===== config.mk =====
export PLATFORM = sky130hd
export DESIGN_NAME = ct_clint_ncore_flat
export DESIGN_NICKNAME = d
export VERILOG_FILES = /design/src/rtl/ct_clint_ncore_pkg.sv /design/src/rtl/ct_clint_ncore_if.sv /design/src/rtl/ct_clint_hart_regs.sv /design/src/rtl/ct_clint_ncore.sv /design/src/flat_wrapper.sv
export SDC_FILE = /design/constraint.sdc
export NUM_CORES = 2
export LEC_CHECK = 0
export ABC_AREA = 1
export ABC_CLOCK_PERIOD_IN_PS = 2900
export BUFFER_PORTS_ARGS = -buffer_cell sky130_fd_sc_hd__buf_2
export CAP_MARGIN = 10
export CORE_AREA = 2 2 263 265
export CTS_CLUSTER_DIAMETER = 150
export DETAILED_ROUTE_END_ITERATION = 10
export DIE_AREA = 0 0 265 267
export PLACE_DENSITY_LB_ADDON = 0.3
export SLEW_MARGIN = 20
export SYNTH_ARGS = -nofsm -noshare
export SYNTH_HDL_FRONTEND = slang
export SYNTH_SLANG_ARGS = --single-unit

===== constraint.sdc =====
create_clock -name forever_apbclk -period 2.9 [get_ports forever_apbclk]
set_clock_uncertainty 0.15 [all_clocks]
set_input_delay 0.58 -clock forever_apbclk [delete_from_list [all_inputs] [get_ports forever_apbclk]]
set_output_delay 0.58 -clock forever_apbclk [all_outputs]
set_load 0.005 [all_outputs]

===== src/rtl/ct_clint_ncore_pkg.sv =====
// ct_clint_pkg -- shared definitions for the multi-hart CLINT.
// Holds the region bases, per-hart strides, the mtime mirror offsets, the APB FSM
// state type and the register decode helper used by the top and the per-hart block.
// Optional feature macro (consumed by the top): CLINT_MTIME_RD_EN.
package ct_clint_pkg;

    localparam logic [15:0] MSIP_BASE     = 16'h0000;
    localparam logic [15:0] MTIMECMP_BASE = 16'h4000;
    localparam logic [15:0] SSIP_BASE     = 16'hC000;
    localparam logic [15:0] STIMECMP_BASE = 16'hD000;
    localparam int          SIP_STRIDE    = 4;
    localparam int          CMP_STRIDE    = 8;
    localparam logic [15:0] MTIME_LO      = 16'hBFF8;
    localparam logic [15:0] MTIME_HI      = 16'hBFFC;

    typedef enum logic {ST_IDLE, ST_ACCESS} apb_state_e;

    typedef enum logic [2:0] {
        RK_NONE, RK_MSIP, RK_MTCMP, RK_SSIP, RK_STCMP, RK_MTIME_LO, RK_MTIME_HI
    } reg_kind_e;

    typedef struct packed {
        reg_kind_e  kind;
        logic [3:0] idx;   // hart number
        logic       hi;    // upper half of a 64-bit compare register
    } reg_dec_t;

    // Per-hart register decode of paddr[15:0]; RK_NONE for anything outside
    // the populated harts or not word aligned.
    function automatic reg_dec_t decode_hart(input logic [15:0] a, input int num_core);
        reg_dec_t   d;
        logic [11:0] off;
        d.kind = RK_NONE;
        d.idx  = '0;
        d.hi   = 1'b0;
        off    = a[11:0];
        if (off[1:0] == 2'b00) begin
            if (a[15:12] == MSIP_BASE[15:12] || a[15:12] == SSIP_BASE[15:12]) begin
                if (int'(off) / SIP_STRIDE < num_core) begin
                    d.kind = (a[15:12] == MSIP_BASE[15:12]) ? RK_MSIP : RK_SSIP;
                    d.idx  = 4'(int'(off) / SIP_STRIDE);
                end
            end else if (a[15:12] == MTIMECMP_BASE[15:12] || a[15:12] == STIMECMP_BASE[15:12]) begin
                if (int'(off) / CMP_STRIDE < num_core) begin
                    d.kind = (a[15:12] == MTIMECMP_BASE[15:12]) ? RK_MTCMP : RK_STCMP;
                    d.idx  = 4'(int'(off) / CMP_STRIDE);
                    d.hi   = off[2];
                end
            end
        end
        return d;
    endfunction

endpackage


===== src/rtl/ct_clint_ncore_if.sv =====
// ct_clint_ncore_if -- APB slave bus of the CLINT.
// master: drives psel_clint/penable/pwrite/paddr/pwdata/pprot.
// slave : drives prdata_clint/pready_clint/perr_clint.
interface ct_clint_ncore_if;
    logic        psel_clint;
    logic        penable;
    logic        pwrite;
    logic [31:0] paddr;
    logic [31:0] pwdata;
    logic [1:0]  pprot;
    logic [31:0] prdata_clint;
    logic        pready_clint;
    logic        perr_clint;

    modport master (
        output psel_clint, penable, pwrite, paddr, pwdata, pprot,
        input  prdata_clint, pready_clint, perr_clint
    );
    modport slave (
        input  psel_clint, penable, pwrite, paddr, pwdata, pprot,
        output prdata_clint, pready_clint, perr_clint
    );
endinterface


===== src/rtl/ct_clint_hart_regs.sv =====
// ct_clint_hart_regs -- registers of one hart: MSIP, SSIP, mtimecmp, stimecmp
// and the registered timer compares.
// Ports: clk/rst_n, wr_en (committed APB write), dec (decoded target), wdata,
//        mtime (sampled time), msip/ssip, mtimecmp/stimecmp, mt_int/st_int.
module ct_clint_hart_regs
    import ct_clint_pkg::*;
#(
    parameter int          HART_ID = 0,
    parameter logic [63:0] CMP_RST = 64'hFFFF_FFFF_FFFF_FFFF
) (
    input  logic        clk,
    input  logic        rst_n,
    input  logic        wr_en,
    input  reg_dec_t    dec,
    input  logic [31:0] wdata,
    input  logic [63:0] mtime,
    output logic        msip,
    output logic        ssip,
    output logic [63:0] mtimecmp,
    output logic [63:0] stimecmp,
    output logic        mt_int,
    output logic        st_int
);

    logic sel;
    assign sel = wr_en && (dec.idx == 4'(HART_ID));

    always_ff @(posedge clk or negedge rst_n) begin
        if (!rst_n) begin
            msip     <= 1'b0;
            ssip     <= 1'b0;
            mtimecmp <= CMP_RST;
            stimecmp <= CMP_RST;
            mt_int   <= 1'b0;
            st_int   <= 1'b0;
        end else begin
            if (sel) begin
                case (dec.kind)
                    RK_MSIP:  msip <= wdata[0];
                    RK_SSIP:  ssip <= wdata[0];
                    RK_MTCMP: if (dec.hi) mtimecmp[63:32] <= wdata; else mtimecmp[31:0] <= wdata;
                    RK_STCMP: if (dec.hi) stimecmp[63:32] <= wdata; else stimecmp[31:0] <= wdata;
                    default: ;
                endcase
            end
            // Compares use current register values, so a new mtime or cmp
            // shows up on the interrupt one cycle after it lands.
            mt_int <= (mtimecmp <= mtime);
            st_int <= (stimecmp <= mtime);
        end
    end

endmodule


===== src/rtl/ct_clint_ncore.sv =====
// ct_clint_ncore -- CLINT for NUM_CORE harts behind a zero-wait-state APB slave.
// Ports: forever_apbclk, cpurst_b (async, active low), apb (slave modport),
//        sysio_clint_mtime/mtime_upd_en (time sample), clint_{ms,mt,ss,st}_int.
// Macro CLINT_MTIME_RD_EN: adds read-only mtime mirror at 0xBFF8/0xBFFC with a
// high-word shadow latched on the low-word read.
module ct_clint_ncore
    import ct_clint_pkg::*;
#(
    parameter int          NUM_CORE = 4,
    parameter logic [63:0] CMP_RST  = 64'hFFFF_FFFF_FFFF_FFFF
) (
    input  logic                forever_apbclk,
    input  logic                cpurst_b,
    ct_clint_ncore_if.slave     apb,
    input  logic [63:0]         sysio_clint_mtime,
    input  logic                mtime_upd_en,
    output logic [NUM_CORE-1:0] clint_ms_int,
    output logic [NUM_CORE-1:0] clint_mt_int,
    output logic [NUM_CORE-1:0] clint_ss_int,
    output logic [NUM_CORE-1:0] clint_st_int
);

    apb_state_e  state;
    logic        pready_q, perr_q, err_q;
    logic [31:0] prdata_q;
    logic [63:0] mtime_q;
    logic [15:0] a;
    logic [3:0]  rgn;
    reg_dec_t    dec;
    logic        setup, acc_err, priv_err, err, wr_en;
    logic [31:0] rdata;
    logic [NUM_CORE-1:0][63:0] mtcmp, stcmp;
    logic        unused_ok;

    assign a         = apb.paddr[15:0];
    assign rgn       = a[15:12];
    assign unused_ok = ^apb.paddr[31:16];

`ifdef CLINT_MTIME_RD_EN
    logic [31:0] mtime_shadow;
`endif

    always_comb begin
        dec = decode_hart(a, NUM_CORE);
`ifdef CLINT_MTIME_RD_EN
        // Mirror is read-only: a write never decodes, so it reports perr.
        if (!apb.pwrite) begin
            if (a == MTIME_LO)      dec.kind = RK_MTIME_LO;
            else if (a == MTIME_HI) dec.kind = RK_MTIME_HI;
        end
`endif
    end

    assign acc_err  = (dec.kind == RK_NONE);
    assign priv_err = ((rgn == MSIP_BASE[15:12] || rgn == MTIMECMP_BASE[15:12]) && apb.pprot != 2'b11) ||
                      ((rgn == MTIME_LO[15:12] || rgn == SSIP_BASE[15:12] || rgn == STIMECMP_BASE[15:12]) &&
                       apb.pprot == 2'b00);
    assign err      = acc_err | priv_err;
    assign setup    = apb.psel_clint & ~apb.penable;
    // Address and data are held stable through ACCESS, so the live decode is
    // used for the write; only the error verdict is taken from setup.
    assign wr_en    = (state == ST_ACCESS) && apb.psel_clint && apb.penable && apb.pwrite && !err_q;

    always_comb begin
        rdata = '0;
        for (int i = 0; i < NUM_CORE; i++) begin
            if (dec.idx == 4'(i)) begin
                case (dec.kind)
                    RK_MSIP:  rdata = {31'b0, clint_ms_int[i]};
                    RK_SSIP:  rdata = {31'b0, clint_ss_int[i]};
                    RK_MTCMP: rdata = dec.hi ? mtcmp[i][63:32] : mtcmp[i][31:0];
                    RK_STCMP: rdata = dec.hi ? stcmp[i][63:32] : stcmp[i][31:0];
                    default: ;
                endcase
            end
        end
`ifdef CLINT_MTIME_RD_EN
        if (dec.kind == RK_MTIME_LO) rdata = mtime_q[31:0];
        if (dec.kind == RK_MTIME_HI) rdata = mtime_shadow;
`endif
    end

    // APB FSM; response flops are loaded at setup so they are valid for the
    // whole ACCESS cycle and cleared otherwise.
    always_ff @(posedge forever_apbclk or negedge cpurst_b) begin
        if (!cpurst_b) begin
            state    <= ST_IDLE;
            pready_q <= 1'b0;
            perr_q   <= 1'b0;
            err_q    <= 1'b0;
            prdata_q <= '0;
        end else begin
            pready_q <= 1'b0;
            perr_q   <= 1'b0;
            prdata_q <= '0;
            case (state)
                ST_IDLE: begin
                    if (setup) begin
                        state    <= ST_ACCESS;
                        pready_q <= 1'b1;
                        perr_q   <= err;
                        err_q    <= err;
                        prdata_q <= (err || apb.pwrite) ? 32'h0 : rdata;
                    end
                end
                default: state <= ST_IDLE;
            endcase
        end
    end

`ifdef CLINT_MTIME_RD_EN
    // Low-word read freezes the high word so a split 64-bit read is coherent.
    always_ff @(posedge forever_apbclk or negedge cpurst_b) begin
        if (!cpurst_b)
            mtime_shadow <= '0;
        else if (state == ST_IDLE && setup && !err && dec.kind == RK_MTIME_LO)
            mtime_shadow <= mtime_q[63:32];
    end
`endif

    always_ff @(posedge forever_apbclk or negedge cpurst_b) begin
        if (!cpurst_b)         mtime_q <= '0;
        else if (mtime_upd_en) mtime_q <= sysio_clint_mtime;
    end

    assign apb.pready_clint = pready_q;
    assign apb.perr_clint   = perr_q;
    assign apb.prdata_clint = prdata_q;

    for (genvar i = 0; i < NUM_CORE; i++) begin : g_hart
        ct_clint_hart_regs #(
            .HART_ID (i),
            .CMP_RST (CMP_RST)
        ) u_hart (
            .clk      (forever_apbclk),
            .rst_n    (cpurst_b),
            .wr_en    (wr_en),
            .dec      (dec),
            .wdata    (apb.pwdata),
            .mtime    (mtime_q),
            .msip     (clint_ms_int[i]),
            .ssip     (clint_ss_int[i]),
            .mtimecmp (mtcmp[i]),
            .stimecmp (stcmp[i]),
            .mt_int   (clint_mt_int[i]),
            .st_int   (clint_st_int[i])
        );
    end

endmodule


===== src/flat_wrapper.sv =====
// flat-port wrapper written by rule: the top's interface ports become plain ports
module ct_clint_ncore_flat import ct_clint_pkg::*;
#(
    parameter int          NUM_CORE = 4,
    parameter logic [63:0] CMP_RST  = 64'hFFFF_FFFF_FFFF_FFFF
)
  (forever_apbclk, cpurst_b, sysio_clint_mtime, mtime_upd_en, clint_ms_int, clint_mt_int, clint_ss_int, clint_st_int, apb_psel_clint, apb_penable, apb_pwrite, apb_paddr, apb_pwdata, apb_pprot, apb_prdata_clint, apb_pready_clint, apb_perr_clint);
  ct_clint_ncore_if apb_i ();
  input  logic forever_apbclk;
  input  logic cpurst_b;
  input  logic [63:0] sysio_clint_mtime;
  input  logic mtime_upd_en;
  output logic [NUM_CORE-1:0] clint_ms_int;
  output logic [NUM_CORE-1:0] clint_mt_int;
  output logic [NUM_CORE-1:0] clint_ss_int;
  output logic [NUM_CORE-1:0] clint_st_int;
  input wire logic [$bits(apb_i.psel_clint)-1:0] apb_psel_clint;
  input wire logic [$bits(apb_i.penable)-1:0] apb_penable;
  input wire logic [$bits(apb_i.pwrite)-1:0] apb_pwrite;
  input wire logic [$bits(apb_i.paddr)-1:0] apb_paddr;
  input wire logic [$bits(apb_i.pwdata)-1:0] apb_pwdata;
  input wire logic [$bits(apb_i.pprot)-1:0] apb_pprot;
  output wire logic [$bits(apb_i.prdata_clint)-1:0] apb_prdata_clint;
  output wire logic [$bits(apb_i.pready_clint)-1:0] apb_pready_clint;
  output wire logic [$bits(apb_i.perr_clint)-1:0] apb_perr_clint;
  assign apb_i.psel_clint = apb_psel_clint;
  assign apb_i.penable = apb_penable;
  assign apb_i.pwrite = apb_pwrite;
  assign apb_i.paddr = apb_paddr;
  assign apb_i.pwdata = apb_pwdata;
  assign apb_i.pprot = apb_pprot;
  assign apb_prdata_clint = apb_i.prdata_clint;
  assign apb_pready_clint = apb_i.pready_clint;
  assign apb_perr_clint = apb_i.perr_clint;
  ct_clint_ncore #(.NUM_CORE(NUM_CORE), .CMP_RST(CMP_RST)) u_core (.forever_apbclk(forever_apbclk), .cpurst_b(cpurst_b), .apb(apb_i), .sysio_clint_mtime(sysio_clint_mtime), .mtime_upd_en(mtime_upd_en), .clint_ms_int(clint_ms_int), .clint_mt_int(clint_mt_int), .clint_ss_int(clint_ss_int), .clint_st_int(clint_st_int));
endmodule

After elaboration in Yosys (flattened, before gate mapping)
Cells that the tools add are included.

word-level totals
  register bits = 627
  input bits = 136
  word-level logic and storage cells = 143

operators by class
  order comparisons = 10
  equal/unequal tests = 12
  muxes and demuxes = 31
  bitwise logic cells = 5
  reductions and logical operators = 48

operators by type and width
  operator                                              count
  less-or-equal comparator 64 bit                       8
  one-hot mux 32 bit (4 select lines)                   4
  2-to-1 mux 32 bit                                     15
  AND reduction 3 bit                                   16
  2-to-1 mux 8 bit                                      3
  AND reduction 2 bit                                   9
  2-to-1 mux 7 bit                                      2
  equality test 4 bit (second input constant)           3
  logical AND 1 bit                                     10
  < comparator 10 x 3 -> 1 bit (second input constant)  1
  < comparator 9 x 3 -> 1 bit (second input constant)   1
  equality test 4 x 2 -> 1 bit (second input constant)  2
  logical NOT 4 bit                                     2
  logical OR 1 bit                                      7
  equality test 3 x 2 -> 1 bit (second input constant)  2
  2-to-1 mux 1 bit                                      5
  equality test 4 x 1 -> 1 bit (second input constant)  1
  equality test 4 x 3 -> 1 bit (second input constant)  1
  logical NOT 2 bit                                     2
  equality test 3 x 1 -> 1 bit (second input constant)  1
  equality test 3 bit (second input constant)           1
  logical NOT 3 bit                                     1
  2-to-1 mux 3 bit                                      1
  inverter 1 bit                                        3
  other kinds (5)                                       5

Logic depth before layout (Yosys ltp)
  depth after elaboration = 18
  depth in mapped cells = 17
  mapped depth without buffers = 15

Modules after synthesis
A second synthesis with hierarchy kept.

second synthesis, totals
  cells, all modules = 5259
  area, all modules = 42863.6 µm²

by module, submodules not included
  module                                            times used  cells an instance  area an instance (µm²)
  ct_clint_hart_regs (u_core.g_hart[1].u_hart ...)  2           942                8585.7
  ct_clint_ncore                                    1           1493               8808.4
  ct_clint_hart_regs (u_core.g_hart[0].u_hart)      1           941                8505.7
  ct_clint_hart_regs (u_core.g_hart[3].u_hart)      1           941                8378.0

Worst setup path after synthesis
No wires, ideal clock.

  kind = input port to flip-flop
  from = input apb_paddr[1]
  to = register u_core.g_hart[1].u_hart.mtimecmp[55]
  library setup time = 0.091 ns
  arrival = 2.283 ns
  required time = 2.659 ns
  path slack = 0.376 ns
  stages = 9
  path buffers = 1
  cell sequence = nor2_1 > nand3_1 > nor2_4 > inv_2 > nor3_4 > nand2_1 > clkbuf_1 > nand2_1 > o21ai_0

on the way
  word-level cells in the longest chain between the ends = 5
  elaborated cells between the ends (all ways) = 6
  those cells by class = eq/ne (2); mux (1); reduce/logical (3)

RTL lines
  element                                   line                      text
  start, declared                           flat_wrapper.sv:20        input wire logic [$bits(apb_i.paddr)-1:0] apb_paddr;
  logical NOT 2 bit (*)                     ct_clint_ncore_pkg.sv:37  if (off[1:0] == 2'b00) begin
  2-to-1 mux 8 bit (*)                      ct_clint_ncore_pkg.sv:37
  equality test 4 x 1 -> 1 bit              ct_clint_hart_regs.sv:26  assign sel = wr_en && (dec.idx == 4'(HART_ID));
  logical AND 1 bit                         ct_clint_hart_regs.sv:26
  AND reduction 3 bit (no source line) (*)  --
  end signal, assigned                      ct_clint_hart_regs.sv:41  RK_MTCMP: if (dec.hi) mtimecmp[63:32] <= wdata; else mtimecmp[31:0] <= wdata;
  end, declared                             ct_clint_hart_regs.sv:19  output logic [63:0] mtimecmp,

Every way passes the cells marked *; elsewhere a longest branch is shown, timed or not.
A chain may end at the register's enable or synchronous reset.

Worst setup path in the final report
  from = register u_core.mtime_q[49]
  to = register u_core.g_hart[0].u_hart.st_int

on the way
  word-level cells in the longest chain between the ends = 1

RTL lines
  element                          line                      text
  start, declared                  ct_clint_ncore.sv:26      logic [63:0] mtime_q;
  start signal, assigned           ct_clint_ncore.sv:123     else if (mtime_upd_en) mtime_q <= sysio_clint_mtime;
  less-or-equal comparator 64 bit  ct_clint_hart_regs.sv:49  st_int <= (stimecmp <= mtime);
  end signal, assigned             ct_clint_hart_regs.sv:49
  end, declared                    ct_clint_hart_regs.sv:22  output logic st_int

No other way between the ends.

==> impl_metrics.toml <==
[critical_path]
crit_type = "flip-flop to flip-flop"
cp-start-kind = "flip-flop"
cp_max_fo = 6
cp.required_ns = 3.29
cpMostUsedCell = "nand2_1"
cp-end-kind = "flip-flop"
cpPeakStageDelay_ns = 0.35
cp_cell_sequence = "inv_1 > buf_4 > ha_1 > a21oi_1 > o21ai_0 > nand2_1 > o211ai_1 > nand2_1 > o2111ai_1 > nor2_1 > nand2_1 > nand2_1"
cp.arrival_ns = 3.22
cp_slowest_cell = "dfrtp_1"

[clock_network]
cts_tree = "done"
cts.clk_slew.worst_paths_ns = 0.06
htree_levels = 3
cts_sinks = 627
clk_path_buf_depth = 3
numCtsBuffers = 72
cts_root_buf = "clkbuf_16"
clk_latency_ns = 0.63

[yosys]
synth_top_area_cell = "dfstp_2"
synth.avg_cell_area_um2 = 7.903
yosys.cell_types.count = 42
synth_top_flop_cell = "dfstp_2"
async_flop_share_pct = 100.0
netlist_top_cells_area = "dfstp_2 (33%), nand2_1 (17%), ha_1 (16%)"
yosysWarnings = 0
synth_edf_count = 0
syn-num-nets = 5742
ys_ff_latch = 627
synth_top_cell_area_share_pct = 33.42
synth_most_common_cell = "nand2_1"
synth-seq-area-share_pct = 40.56
syn_inst = 5094
synthTopCellsByCount = "nand2_1 (1783), o21ai_0 (554), dfstp_2 (512), ha_1 (512), a21oi_1 (365)"
netlist_area_um2 = 40260

[timing]
period_needed_ns = 2.833
tightest_slew_ns = 0.8364
setup_viol = 0
rsz0062_at_grt = "false"
setup_ws_ns = 0.06704
hold_viol_final = 0
relSlewSlack_pct = 44.18
finalSetupTns_ns = 0
max_freq_mhz = 353.0
slew_violations = 0
fin_hold_ws_ns = 0.01348
fin_crit_sh_pct = 97.69

[drt]
drt_pass1_iterations = 7
drt_wl_total_um = 142700
drt_iter0_drc = 4947
routed_via_density = 6.135
via_count = 38394
drc = 0
ant_nets = 0
wl_per_cell_um = 22.80

[global_routing]
gr-total-overflow = 0
antenna_found_initial = 3
grt_max_degree = 90
grt_pass1_vias = 36378
grt_first_pass_wirelength_um = 216400
grt_usage_pct = 40.46

[placement]
placedCellCount = 6107
dpl_worst_slack_ns = -0.1886
portBuffers = 169
routabilityCongestion = 1.013
hpwl_um = 103200

[layout]
multiInputGateArea_um2 = 21780
fillerInstances = 5575
final_layout_size_suffix_gt1_share_pct = 20.13
area_delta_synth_final_pct = 15.21
regArea_um2 = 16330
nNetsFinal = 5964
fin_cells = 6258

[power_and_ir_drop]
ir_drop_v = 0.0005109
leakage_nw = 21.60
power.density_nw_per_um2 = 445.5
p_total_mw = 20.66

[floorplan]
ios = 186
start_util_pct = 59.22
num_rows = 96
chipWidth_um = 265
die_y_um = 267
core_area_um2 = 67990
fp.dieArea_um2 = 70760

[flow_run]
maxCapViolations = 0

[min_path]
hp-class = "input port to flip-flop"

[run_status]
status = "finished clean"
## state kept, by name, indices dropped and copies added (netlist names)
name,count
u_core.apb.perr_clint,1
u_core.g_hart.u_hart.stimecmp,256
u_core.err_q,1
u_core.g_hart.u_hart.mt_int,4
u_core.g_hart.u_hart.ssip,4
u_core.g_hart.u_hart.mtimecmp,256
u_core.mtime_q,64
u_core.apb.pready_clint,1
u_core.apb.prdata_clint,32
u_core.g_hart.u_hart.st_int,4
u_core.g_hart.u_hart.msip,4
## path summary, 6_finish.rpt
kind | from | end | slack (ns) | depth (start not counted)
setup / recovery | u_core.mtime_q[49]$_DFFE_PN0P_ | u_core.g_hart[0].u_hart.st_int$_DFF_PN0_ | 0.07 | 12
hold / removal | sysio_clint_mtime[16] | u_core.mtime_q[16]$_DFFE_PN0P_ | 0.01 | 3
setup reg to reg | u_core.mtime_q[49]$_DFFE_PN0P_ | u_core.g_hart[0].u_hart.st_int$_DFF_PN0_ | 0.07 | 12
hold reg to reg | u_core.g_hart[3].u_hart.mtimecmp[0]$_DFFE_PN1P_ | u_core.g_hart[3].u_hart.mtimecmp[0]$_DFFE_PN1P_ | 0.33 | 2
max in group asynchronous | cpurst_b | u_core.g_hart[3].u_hart.stimecmp[60]$_DFFE_PN1P_ | 1.30 | 4
min in group asynchronous | cpurst_b | u_core.mtime_q[10]$_DFFE_PN0P_ | 0.35 | 2
## through the flow
stage	instance area, µm²	utilization, %
final	46380	68.22
after global routing	46380	68.22
after CTS	46370	68.20
after detailed placement	43690	64.27
after global placement	43690	64.27
after floorplan	40260	-
## logic make-up (layout without fill, tap and decap cells)
logic type | Yosys count | after routing | share of synthesized area (%)
and+or+nand+nor | 2193 | 2193 | 22.10
AOI/OAI and AO/OA | 1220 | 1220 | 15.93
DFF | 627 | 627 | 40.56
buffers and inverters | 541 | 822 | 5.470
adders and majority gates | 512 | 512 | 15.91
muxes | 1 | 1 | 0.02797
other | 0 | 1 | 0
## power breakdown
| part | leakage, nW | total (mW) | internal, mW | switching [mW] |
|---|---|---|---|---|
| Clock | 1.22 | 9.70 | 5.84 | 3.85 |
| Sequential | 6.72 | 8.90 | 8.87 | 0.0289 |
| Combinational | 13.7 | 2.07 | 0.621 | 1.44 |
| Total | 21.6 | 20.7 | 15.3 | 5.33 |
## worst max-delay path, delay by kind of cell, from the launching register on
| kind | cells | cell delay [ns] |
|---|---|---|
| AOI/OAI and AO/OA | 4 | 0.86 |
| DFF | 1 | 0.35 |
| adders and majority gates | 1 | 0.25 |
| buffers and inverters | 2 | 0.51 |
| and+or+nand+nor | 5 | 0.61 |
## layer usage
| layer | wire (µm) | global-route usage, % |
|---|---|---|
| met3 | 14780 | 8.230 |
| met1 | 55160 | 52.37 |
| met2 | 61620 | 61.12 |
| met5 | 38 | 0 |
| met4 | 11060 | 27.93 |
## repair_timing
action | CTS | global route
gates resized for setup | 0 | 2
setup endpoints to repair | 0 | 2
hold buffers | 17 | 0
setup buffers | 0 | 0
endpoints found under the hold margin | 28 | 0
## final cells by class
cell class | count | share of cell area [%]
clock buffers | 119 | 4.948
multi-input cells | 3926 | 46.97
flip-flops and latches | 627 | 35.21
well taps | 882 | 2.379
repair buffers | 433 | 7.969
diodes | 1 | 0.005395
inverters | 256 | 2.075
clock inverters | 14 | 0.4478
## cell usage in the layout, fill, tap and decap left out, types with 8 or more instances in the layout
cell type	n
buf_4	183
dfstp_2	512
nand3_1	195
o21ai_0	554
dfrtp_1	115
o2111ai_1	8
clkbuf_8	21
o211ai_1	23
buf_12	65
clkbuf_16	77
buf_2	167
a21oi_1	365
o221ai_1	24
nand2_2	14
ha_1	512
o21ai_1	195
o21a_1	34
inv_1	252
nor3_1	47
nor2_1	63
nor4_1	12
dlygate4sd3_1	17
clkbuf_1	21
nand4_1	57
nand2_1	1777
(Power assumes the default switching activity.)
